### src/rtl/multicycle_controller_if.sv
// Control bundle between the multicycle main controller and the datapath.
//   op/funct3/funct7b5/Zero : instruction fields and ALU flag into the controller
//   ImmSrc..MemWrite        : datapath selects and write enables out of the controller
//   illegal/state_dbg       : observability of the sequencer
// master = controller side, slave = datapath side.
interface multicycle_controller_if;
  logic [6:0] op;
  logic [2:0] funct3;
  logic       funct7b5;
  logic       Zero;
  logic [1:0] ImmSrc;
  logic [1:0] ALUSrcA;
  logic [1:0] ALUSrcB;
  logic [1:0] ResultSrc;
  logic       AdrSrc;
  logic [2:0] ALUControl;
  logic       IRWrite;
  logic       PCWrite;
  logic       RegWrite;
  logic       MemWrite;
  logic       illegal;
  logic [3:0] state_dbg;

  modport master (
    input  op, funct3, funct7b5, Zero,
    output ImmSrc, ALUSrcA, ALUSrcB, ResultSrc, AdrSrc, ALUControl,
           IRWrite, PCWrite, RegWrite, MemWrite, illegal, state_dbg
  );

  modport slave (
    output op, funct3, funct7b5, Zero,
    input  ImmSrc, ALUSrcA, ALUSrcB, ResultSrc, AdrSrc, ALUControl,
           IRWrite, PCWrite, RegWrite, MemWrite, illegal, state_dbg
  );
endinterface

### src/rtl/multicycle_controller.sv
// ALU operation decoder.
//   opb5/funct3/funct7b5 : instruction fields
//   alu_op               : 00 add, 01 subtract, 10 decode from funct fields
//   alu_control          : ALU operation select
module aludec (
  input  logic       opb5,
  input  logic [2:0] funct3,
  input  logic       funct7b5,
  input  logic [1:0] alu_op,
  output logic [2:0] alu_control
);
  always_comb begin
    alu_control = 3'b000;
    case (alu_op)
      2'b00: alu_control = 3'b000;
      2'b01: alu_control = 3'b001;
      default: begin
        case (funct3)
          // funct7b5 only means sub for R-type; addi may carry it in its immediate
          3'b000:  alu_control = (opb5 & funct7b5) ? 3'b001 : 3'b000;
          3'b010:  alu_control = 3'b101;
          3'b110:  alu_control = 3'b011;
          3'b111:  alu_control = 3'b010;
          default: alu_control = 3'b000;
        endcase
      end
    endcase
  end
endmodule

// Main Moore controller of the multicycle RV32I subset core.
//   clk   : system clock, rising edge
//   reset : synchronous, active-low; also masks all write enables while low
//   bus   : master side of multicycle_controller_if (instr fields in, controls out)
//
// state    | meaning
// FETCH    | read instr, IR <= mem[PC], PC <= PC+4
// DECODE   | read regs, OldPC+imm precomputed for branch/jump
// MEMADR   | rs1 + imm address for lw/sw
// MEMREAD  | read data memory at computed address
// MEMWB    | write loaded data to rd
// MEMWRITE | store rs2 to data memory
// EXECUTER | R-type ALU op
// EXECUTEI | I-type ALU op
// ALUWB    | write ALU result to rd
// JAL      | PC <= target, ALU forms OldPC+4 for rd
// BEQ      | compare; PC <= target when equal
// ERROR    | illegal opcode, parked until reset
module multicycle_controller #(
  parameter bit HALT_ON_ILLEGAL = 1'b1
) (
  input  logic                          clk,
  input  logic                          reset,
  multicycle_controller_if.master       bus
);
  typedef enum logic [3:0] {
    S_FETCH    = 4'd0,
    S_DECODE   = 4'd1,
    S_MEMADR   = 4'd2,
    S_MEMREAD  = 4'd3,
    S_MEMWB    = 4'd4,
    S_MEMWRITE = 4'd5,
    S_EXECUTER = 4'd6,
    S_ALUWB    = 4'd7,
    S_EXECUTEI = 4'd8,
    S_JAL      = 4'd9,
    S_BEQ      = 4'd10,
    S_ERROR    = 4'd11
  } state_e;

  localparam logic [6:0] OP_LW  = 7'b0000011;
  localparam logic [6:0] OP_SW  = 7'b0100011;
  localparam logic [6:0] OP_R   = 7'b0110011;
  localparam logic [6:0] OP_I   = 7'b0010011;
  localparam logic [6:0] OP_JAL = 7'b1101111;
  localparam logic [6:0] OP_BEQ = 7'b1100011;

  state_e     state_q, state_d;
  logic [1:0] alu_op;
  logic       pc_update, branch;
  logic       ir_write, reg_write, mem_write;
  logic [1:0] alu_src_a, alu_src_b, result_src;
  logic       adr_src, illegal;
  logic [1:0] imm_src;

  always_ff @(posedge clk) begin
    if (!reset) state_q <= S_FETCH;
    else        state_q <= state_d;
  end

  always_comb begin
    state_d    = S_FETCH;
    alu_op     = 2'b00;
    pc_update  = 1'b0;
    branch     = 1'b0;
    ir_write   = 1'b0;
    reg_write  = 1'b0;
    mem_write  = 1'b0;
    alu_src_a  = 2'b00;
    alu_src_b  = 2'b00;
    result_src = 2'b00;
    adr_src    = 1'b0;
    illegal    = 1'b0;
    case (state_q)
      S_FETCH: begin
        ir_write   = 1'b1;
        pc_update  = 1'b1;
        alu_src_b  = 2'b10;
        result_src = 2'b10;
        state_d    = S_DECODE;
      end
      S_DECODE: begin
        alu_src_a = 2'b01;
        alu_src_b = 2'b01;
        case (bus.op)
          OP_LW, OP_SW: state_d = S_MEMADR;
          OP_R:         state_d = S_EXECUTER;
          OP_I:         state_d = S_EXECUTEI;
          OP_JAL:       state_d = S_JAL;
          OP_BEQ:       state_d = S_BEQ;
          default:      state_d = HALT_ON_ILLEGAL ? S_ERROR : S_FETCH;
        endcase
      end
      S_MEMADR: begin
        alu_src_a = 2'b10;
        alu_src_b = 2'b01;
        state_d   = (bus.op == OP_LW) ? S_MEMREAD : S_MEMWRITE;
      end
      S_MEMREAD: begin
        adr_src = 1'b1;
        state_d = S_MEMWB;
      end
      S_MEMWB: begin
        result_src = 2'b01;
        reg_write  = 1'b1;
        state_d    = S_FETCH;
      end
      S_MEMWRITE: begin
        adr_src   = 1'b1;
        mem_write = 1'b1;
        state_d   = S_FETCH;
      end
      S_EXECUTER: begin
        alu_src_a = 2'b10;
        alu_op    = 2'b10;
        state_d   = S_ALUWB;
      end
      S_EXECUTEI: begin
        alu_src_a = 2'b10;
        alu_src_b = 2'b01;
        alu_op    = 2'b10;
        state_d   = S_ALUWB;
      end
      S_ALUWB: begin
        reg_write = 1'b1;
        state_d   = S_FETCH;
      end
      S_JAL: begin
        alu_src_a = 2'b01;
        alu_src_b = 2'b10;
        pc_update = 1'b1;
        state_d   = S_ALUWB;
      end
      S_BEQ: begin
        alu_src_a = 2'b10;
        alu_op    = 2'b01;
        branch    = 1'b1;
        state_d   = S_FETCH;
      end
      S_ERROR: begin
        illegal = 1'b1;
        state_d = S_ERROR;
      end
      default: state_d = S_FETCH;
    endcase
  end

  always_comb begin
    case (bus.op)
      OP_SW:   imm_src = 2'b01;
      OP_BEQ:  imm_src = 2'b10;
      OP_JAL:  imm_src = 2'b11;
      default: imm_src = 2'b00;
    endcase
  end

  aludec u_aludec (
    .opb5       (bus.op[5]),
    .funct3     (bus.funct3),
    .funct7b5   (bus.funct7b5),
    .alu_op     (alu_op),
    .alu_control(bus.ALUControl)
  );

  // enables are masked during reset so an abandoned instruction cannot write
  assign bus.IRWrite   = reset & ir_write;
  assign bus.PCWrite   = reset & (pc_update | (branch & bus.Zero));
  assign bus.RegWrite  = reset & reg_write;
  assign bus.MemWrite  = reset & mem_write;
  assign bus.ImmSrc    = imm_src;
  assign bus.ALUSrcA   = alu_src_a;
  assign bus.ALUSrcB   = alu_src_b;
  assign bus.ResultSrc = result_src;
  assign bus.AdrSrc    = adr_src;
  assign bus.illegal   = illegal;
  assign bus.state_dbg = state_q;
endmodule
### src/flat_wrapper.sv
// flat-port wrapper written by rule: the top's interface ports become plain ports
module multicycle_controller_flat 
#(
  parameter bit HALT_ON_ILLEGAL = 1'b1
)
  (clk, reset, bus_op, bus_funct3, bus_funct7b5, bus_Zero, bus_ImmSrc, bus_ALUSrcA, bus_ALUSrcB, bus_ResultSrc, bus_AdrSrc, bus_ALUControl, bus_IRWrite, bus_PCWrite, bus_RegWrite, bus_MemWrite, bus_illegal, bus_state_dbg);
  multicycle_controller_if bus_i ();
  input  logic clk;
  input  logic reset;
  input wire logic [$bits(bus_i.op)-1:0] bus_op;
  input wire logic [$bits(bus_i.funct3)-1:0] bus_funct3;
  input wire logic [$bits(bus_i.funct7b5)-1:0] bus_funct7b5;
  input wire logic [$bits(bus_i.Zero)-1:0] bus_Zero;
  output wire logic [$bits(bus_i.ImmSrc)-1:0] bus_ImmSrc;
  output wire logic [$bits(bus_i.ALUSrcA)-1:0] bus_ALUSrcA;
  output wire logic [$bits(bus_i.ALUSrcB)-1:0] bus_ALUSrcB;
  output wire logic [$bits(bus_i.ResultSrc)-1:0] bus_ResultSrc;
  output wire logic [$bits(bus_i.AdrSrc)-1:0] bus_AdrSrc;
  output wire logic [$bits(bus_i.ALUControl)-1:0] bus_ALUControl;
  output wire logic [$bits(bus_i.IRWrite)-1:0] bus_IRWrite;
  output wire logic [$bits(bus_i.PCWrite)-1:0] bus_PCWrite;
  output wire logic [$bits(bus_i.RegWrite)-1:0] bus_RegWrite;
  output wire logic [$bits(bus_i.MemWrite)-1:0] bus_MemWrite;
  output wire logic [$bits(bus_i.illegal)-1:0] bus_illegal;
  output wire logic [$bits(bus_i.state_dbg)-1:0] bus_state_dbg;
  assign bus_i.op = bus_op;
  assign bus_i.funct3 = bus_funct3;
  assign bus_i.funct7b5 = bus_funct7b5;
  assign bus_i.Zero = bus_Zero;
  assign bus_ImmSrc = bus_i.ImmSrc;
  assign bus_ALUSrcA = bus_i.ALUSrcA;
  assign bus_ALUSrcB = bus_i.ALUSrcB;
  assign bus_ResultSrc = bus_i.ResultSrc;
  assign bus_AdrSrc = bus_i.AdrSrc;
  assign bus_ALUControl = bus_i.ALUControl;
  assign bus_IRWrite = bus_i.IRWrite;
  assign bus_PCWrite = bus_i.PCWrite;
  assign bus_RegWrite = bus_i.RegWrite;
  assign bus_MemWrite = bus_i.MemWrite;
  assign bus_illegal = bus_i.illegal;
  assign bus_state_dbg = bus_i.state_dbg;
  multicycle_controller #(.HALT_ON_ILLEGAL(HALT_ON_ILLEGAL)) u_core (.clk(clk), .reset(reset), .bus(bus_i));
endmodule
### config.mk
export PLATFORM = sky130hd
export DESIGN_NAME = multicycle_controller_flat
export DESIGN_NICKNAME = d
export VERILOG_FILES = /design/src/rtl/multicycle_controller_if.sv /design/src/rtl/multicycle_controller.sv /design/src/flat_wrapper.sv
export SDC_FILE = /design/constraint.sdc
export NUM_CORES = 1
export LEC_CHECK = 0
export ABC_AREA = 0
export ABC_CLOCK_PERIOD_IN_PS = 1300
export CAP_MARGIN = 40
export CORE_ASPECT_RATIO = 0.9
export CORE_MARGIN = 4
export CORE_UTILIZATION = 33
export DETAILED_ROUTE_END_ITERATION = 8
export GPL_ROUTABILITY_DRIVEN = 0
export PLACE_DENSITY_LB_ADDON = 0.12
export REMOVE_ABC_BUFFERS = 1
export SYNTH_ARGS = -nofsm -noshare
export SYNTH_HDL_FRONTEND = slang
export SYNTH_SLANG_ARGS = --single-unit
### constraint.sdc
create_clock -name clk -period 1.3 [get_ports clk]
set_clock_uncertainty 0.05 [all_clocks]
set_input_delay 0.26 -clock clk [delete_from_list [all_inputs] [get_ports clk]]
set_output_delay 0.26 -clock clk [all_outputs]
set_load 0.05 [all_outputs]
==> results.toml, run 1 <==
[synth]
synth_compound_area_share_pct = 24.4
synth.distinct_cells = 34
ys_async_sr_fraction_pct = 0
synth-simple-area-share_pct = 46.3
synthXorXnorAreaFrac_pct = 3.00
synth_flop_cell = "dfxtp_1"
yosysWarnings = 0
yosysSeqAreaShare_pct = 13.7
synth_cells = 88
synthesis.area_sq_um = 584
synthMuxAreaShare_pct = 3.43
syn_avg_cell_area_sq_um = 6.64
synth_top_family_by_area = "simple AND/OR/NAND/NOR gates"
synth_fa_ha_area_share_pct = 0
ys_ff_latch = 4
synth_edf_count = 0

[timing]
worst-ep-kind = "top-level output"
crit_endpoint = "bus_ALUControl[1]"

[outcome]
error = "[ERROR DPL-0038] Utilization greater than 100%, impossible to legalize"
outcome = "did not finish"
failed_stage = "5_1_grt"

[placed_design]
place_inst = 173
dp_hpwl_mm = 2.10
portBuffers = 34
pre_cts_ws_ps = -628

[die]
io_pins = 35
rows = 14
initial_utilization_pct = 34.7
fp.dieH_microns = 47.9
die_w_microns = 52.4

[cts]
cts_root_buf = "clkbuf_4"
htree_levels = 1
clock_sinks = 4
cts_max_path_buffers = 2
cts_made_buffers = 3

[global_routing]
grt_max_degree = 11
-- metrics by stage --
step           cell area (sq um)  hold WS [ps]  utilization (%)
4_1_cts                     1650           423             97.9
3_5_place_dp                1390           599             82.4
3_3_place_gp                1390           575             82.4
2_1_floorplan                549           326                -
-- synthesized netlist by cell type, drive strengths merged, types with 2 or more instances --
master	number	area, sq um
nor3	6	30.0
dfxtp	4	80.1
mux2i	2	20.0
nand2b	6	45.0
buf	2	16.3
nor4	2	12.5
nor2	8	30.0
nor2b	4	25.0
nand2	8	30.0
nand3	3	15.0
inv	5	18.8
xor2	2	17.5
o21ai	3	15.0
and2	2	12.5
a21oi	9	45.0
clkbuf	5	18.8
nand3b	2	15.0
-- logic make-up after synthesis --
logic type	count (synthesis)
flops	4
xor+xnor	2
mux	2
buf+inv	12
simple gates	46
compound gates	22
-- what timing repair did --
action	4_1_cts
hold endpoints to repair	0
hold buffers	0
buffers inserted	9
pin swaps	18
gates resized for setup	82
setup endpoints to repair	25
==> inputs of run 2 (changes only) <==
--- a/config.mk
+++ b/config.mk
@@ -6,14 +6,13 @@
 export NUM_CORES = 1
 export LEC_CHECK = 0
 export ABC_AREA = 0
-export ABC_CLOCK_PERIOD_IN_PS = 1300
+export ABC_CLOCK_PERIOD_IN_PS = 1690
 export CAP_MARGIN = 40
-export CORE_ASPECT_RATIO = 0.9
-export CORE_MARGIN = 4
-export CORE_UTILIZATION = 33
+export CORE_AREA = 4 4 65 67
 export DETAILED_ROUTE_END_ITERATION = 8
+export DIE_AREA = 0 0 69 71
 export GPL_ROUTABILITY_DRIVEN = 0
-export PLACE_DENSITY_LB_ADDON = 0.12
+export PLACE_DENSITY_LB_ADDON = 0.15
 export REMOVE_ABC_BUFFERS = 1
 export SYNTH_ARGS = -nofsm -noshare
 export SYNTH_HDL_FRONTEND = slang
==> constraint.sdc (replaced) <==
create_clock -name clk -period 1.69 [get_ports clk]
set_clock_uncertainty 0.05 [all_clocks]
set_input_delay 0.338 -clock clk [delete_from_list [all_inputs] [get_ports clk]]
set_output_delay 0.338 -clock clk [all_outputs]
set_load 0.05 [all_outputs]
==> results.toml, run 2 <==
[synth]
synth_commonest_cells = "a21oi_1 (9), nand2_1 (8), nor2_1 (8), nor3_1 (6)"
yosysSeqAreaShare_pct = 13.7
synth_edf_count = 0
syn_avg_cell_area_sq_um = 6.64
synth_cells = 88
yosysTopAreaCellShare_pct = 13.7
synth_area_leaders = "dfxtp_1 (14%), a21oi_1 (7.7%), nand2b_1 (5.4%)"
ys_ff_latch = 4
yosysMostFrequentCell = "a21oi_1"
synth.distinct_cells = 34
synthesis.area_sq_um = 584
yosys.area.top_type = "dfxtp_1"
synth_flop_cell = "dfxtp_1"
yosysWarnings = 0
ys_async_sr_fraction_pct = 0

[worst_setup_path]
worst_path_max_delay_cell = "dfxtp_4"
crit_chain = "nand2b_4 -> mux2i_2 -> nand3b_1 -> nor3_2 -> buf_4 -> buf_12"
end_kind = "output pin"
crit_type = "reg2out"
startpoint_type = "flip-flop"
rrSetupSlack_ps = 60
reg2reg_from = "u_core.bus.state_dbg[2]"
r2r_cells = 6
max_stage_delay_ps = 360
worstPathMaxFanout = 5
arrival_ps = 1430
cp.required_ps = 1300
cp-startpoint = "u_core.bus.state_dbg[2]"
rr_endpoint = "u_core.bus.state_dbg[1]"

[timing]
grt_setup_unrepaired = "true"
setup_viol = 11
period_share_pct = 108
setup_ws_ps = -130
slew_viol_final = 0
max_freq_ghz = 0.550
period_minus_slack_ps = 1820
relSlewSlack_pct = 84.9
hold_violations = 0
worstMarginPinSlew_ps = 225

[routing]
drc = 0
vias_per_cell = 4.45
finalWirelength_mm = 2.81
ant_nets = 0
wire_per_inst_microns = 12.9
wl_met1_mm = 1.19
drt_iter0_markers = 22
met3_wirelength_microns = 90
top_layer = "met4"
wl_met2_mm = 1.49
first_pass_iters = 4
via_count = 965

[die]
io_pins = 35
dieArea_sq_um = 4900
fp.coreArea_sq_um = 3630
fp.dieH_microns = 71
die_w_microns = 69
rows = 22
initial_utilization_pct = 16.1

[cells_and_area]
fin_cells = 217
final_common_cell = "buf_4"
mostFrequentLayoutCells = "buf_4 (39), buf_12 (21), buf_6 (12)"
nets = 185
drive_gt1_share_pct = 70.4
largest_reg_flops = 4
areaGrowthSynthToFinish_pct = 217
diodes = 0

[cts]
clock_sinks = 4
cts-hold-fix-buffers = 0
cts_made_buffers = 3
cts_tree = "yes"
cts_max_path_buffers = 2
htree_levels = 1
path_clk_slew_ps = 30
cts_root_buf = "clkbuf_8"
clk_latency_ps = 220

[pwr]
totalPowerFinal_mw = 2.32
power.leakage_nw = 0.810
powerDensity_nw_per_um2 = 1250
ir_drop_v = 0.000444

[placed_design]
dp_hpwl_mm = 1.99
portBuffers = 34
place_inst = 197

[hold_path]
hp-start = "u_core.bus.state_dbg[1]"
whs_path_depth = 2
min_path_type = "reg2reg"
min_to = "u_core.bus.state_dbg[3]"

[global_routing]
grt_max_degree = 8
grt_pass1_wl_mm = 4.64
antenna_found_initial = 0
grt_usage_pct = 11.4
grt_pass1_vias = 1013
overflow = 0

[outcome]
outcome = "complete, but fails checks"
violations = "setup timing"

[job]
drv_cap = 0
## run 2: kinds of logic (layout without fill, tap and decap cells)
logic type                count (synthesis)  in the layout  share of synthesized area [%]
DFF                                       4              4                           13.7
buffers and inverters                    12             93                           9.21
and+or+nand+nor                          46             46                           46.3
AOI/OAI and AO/OA                        22             22                           24.4
muxes                                     2              2                           3.43
xor gates and xnor gates                  2              2                           3.00
## run 2: power breakdown
part	internal (mW)	switching, mW	leakage (nW)
Clock	0.152	0.0536	0.0216
Sequential	0.132	0.0575	0.0356
Combinational	0.990	0.932	0.752
Total	1.27	1.04	0.810
## run 2: critical path, delay by kind of cell (launching register included)
kind / cells / cell delay (ps)
and+or+nand+nor: 3 / 430
DFF: 1 / 360
buffers and inverters: 2 / 260
muxes: 1 / 150
## run 2: what timing repair did
| item | CTS | global route |
|---|---|---|
| endpoints found under the setup margin | 19 | 17 |
| setup buffers | 12 | 7 |
| pin swaps | 13 | 15 |
| gates resized for setup | 58 | 28 |
## run 2: worst max-delay path by stage
stage / endpoint / slack, ps
after floorplan: bus_IRWrite / -1580
after global placement: bus_ALUControl[0] / -320
after detailed placement: bus_ALUControl[0] / -330
after CTS: bus_ALUControl[2] / -160
after global routing: bus_ALUControl[2] / -220
final: bus_ALUControl[2] / -130
## run 2: layout make-up
class | instances | area [sq um]
timing repair buffer | 85 | 963
tap | 48 | 60.1
sequential | 4 | 95.1
inverter | 5 | 18.8
fill | 340 | 1780
clock buffer | 3 | 41.3
multi-input combinational | 72 | 674
## run 2: stage by stage
step / util, % / area [sq um] / worst slack (ps) / setup TNS, ps / hold WS (ps)
2_1_floorplan: - / 549 / -1580 / -12230 / 404
3_3_place_gp: 38.9 / 1420 / -316 / -1780 / 515
3_5_place_dp: 38.9 / 1420 / -333 / -1950 / 518
4_1_cts: 47.1 / 1710 / -162 / -715 / 475
5_1_grt: 51.0 / 1850 / -222 / -1250 / 533
6_report: 51.0 / 1850 / -130 / -633 / 497
## run 2: layer usage
layer	vias up	track usage, %
met3	5	2.41
met5	-	0
met1	456	13.0
li1	478	-
met2	26	21.0
met4	0	4.12
No activity file was read; power rests on OpenSTA's default activity.
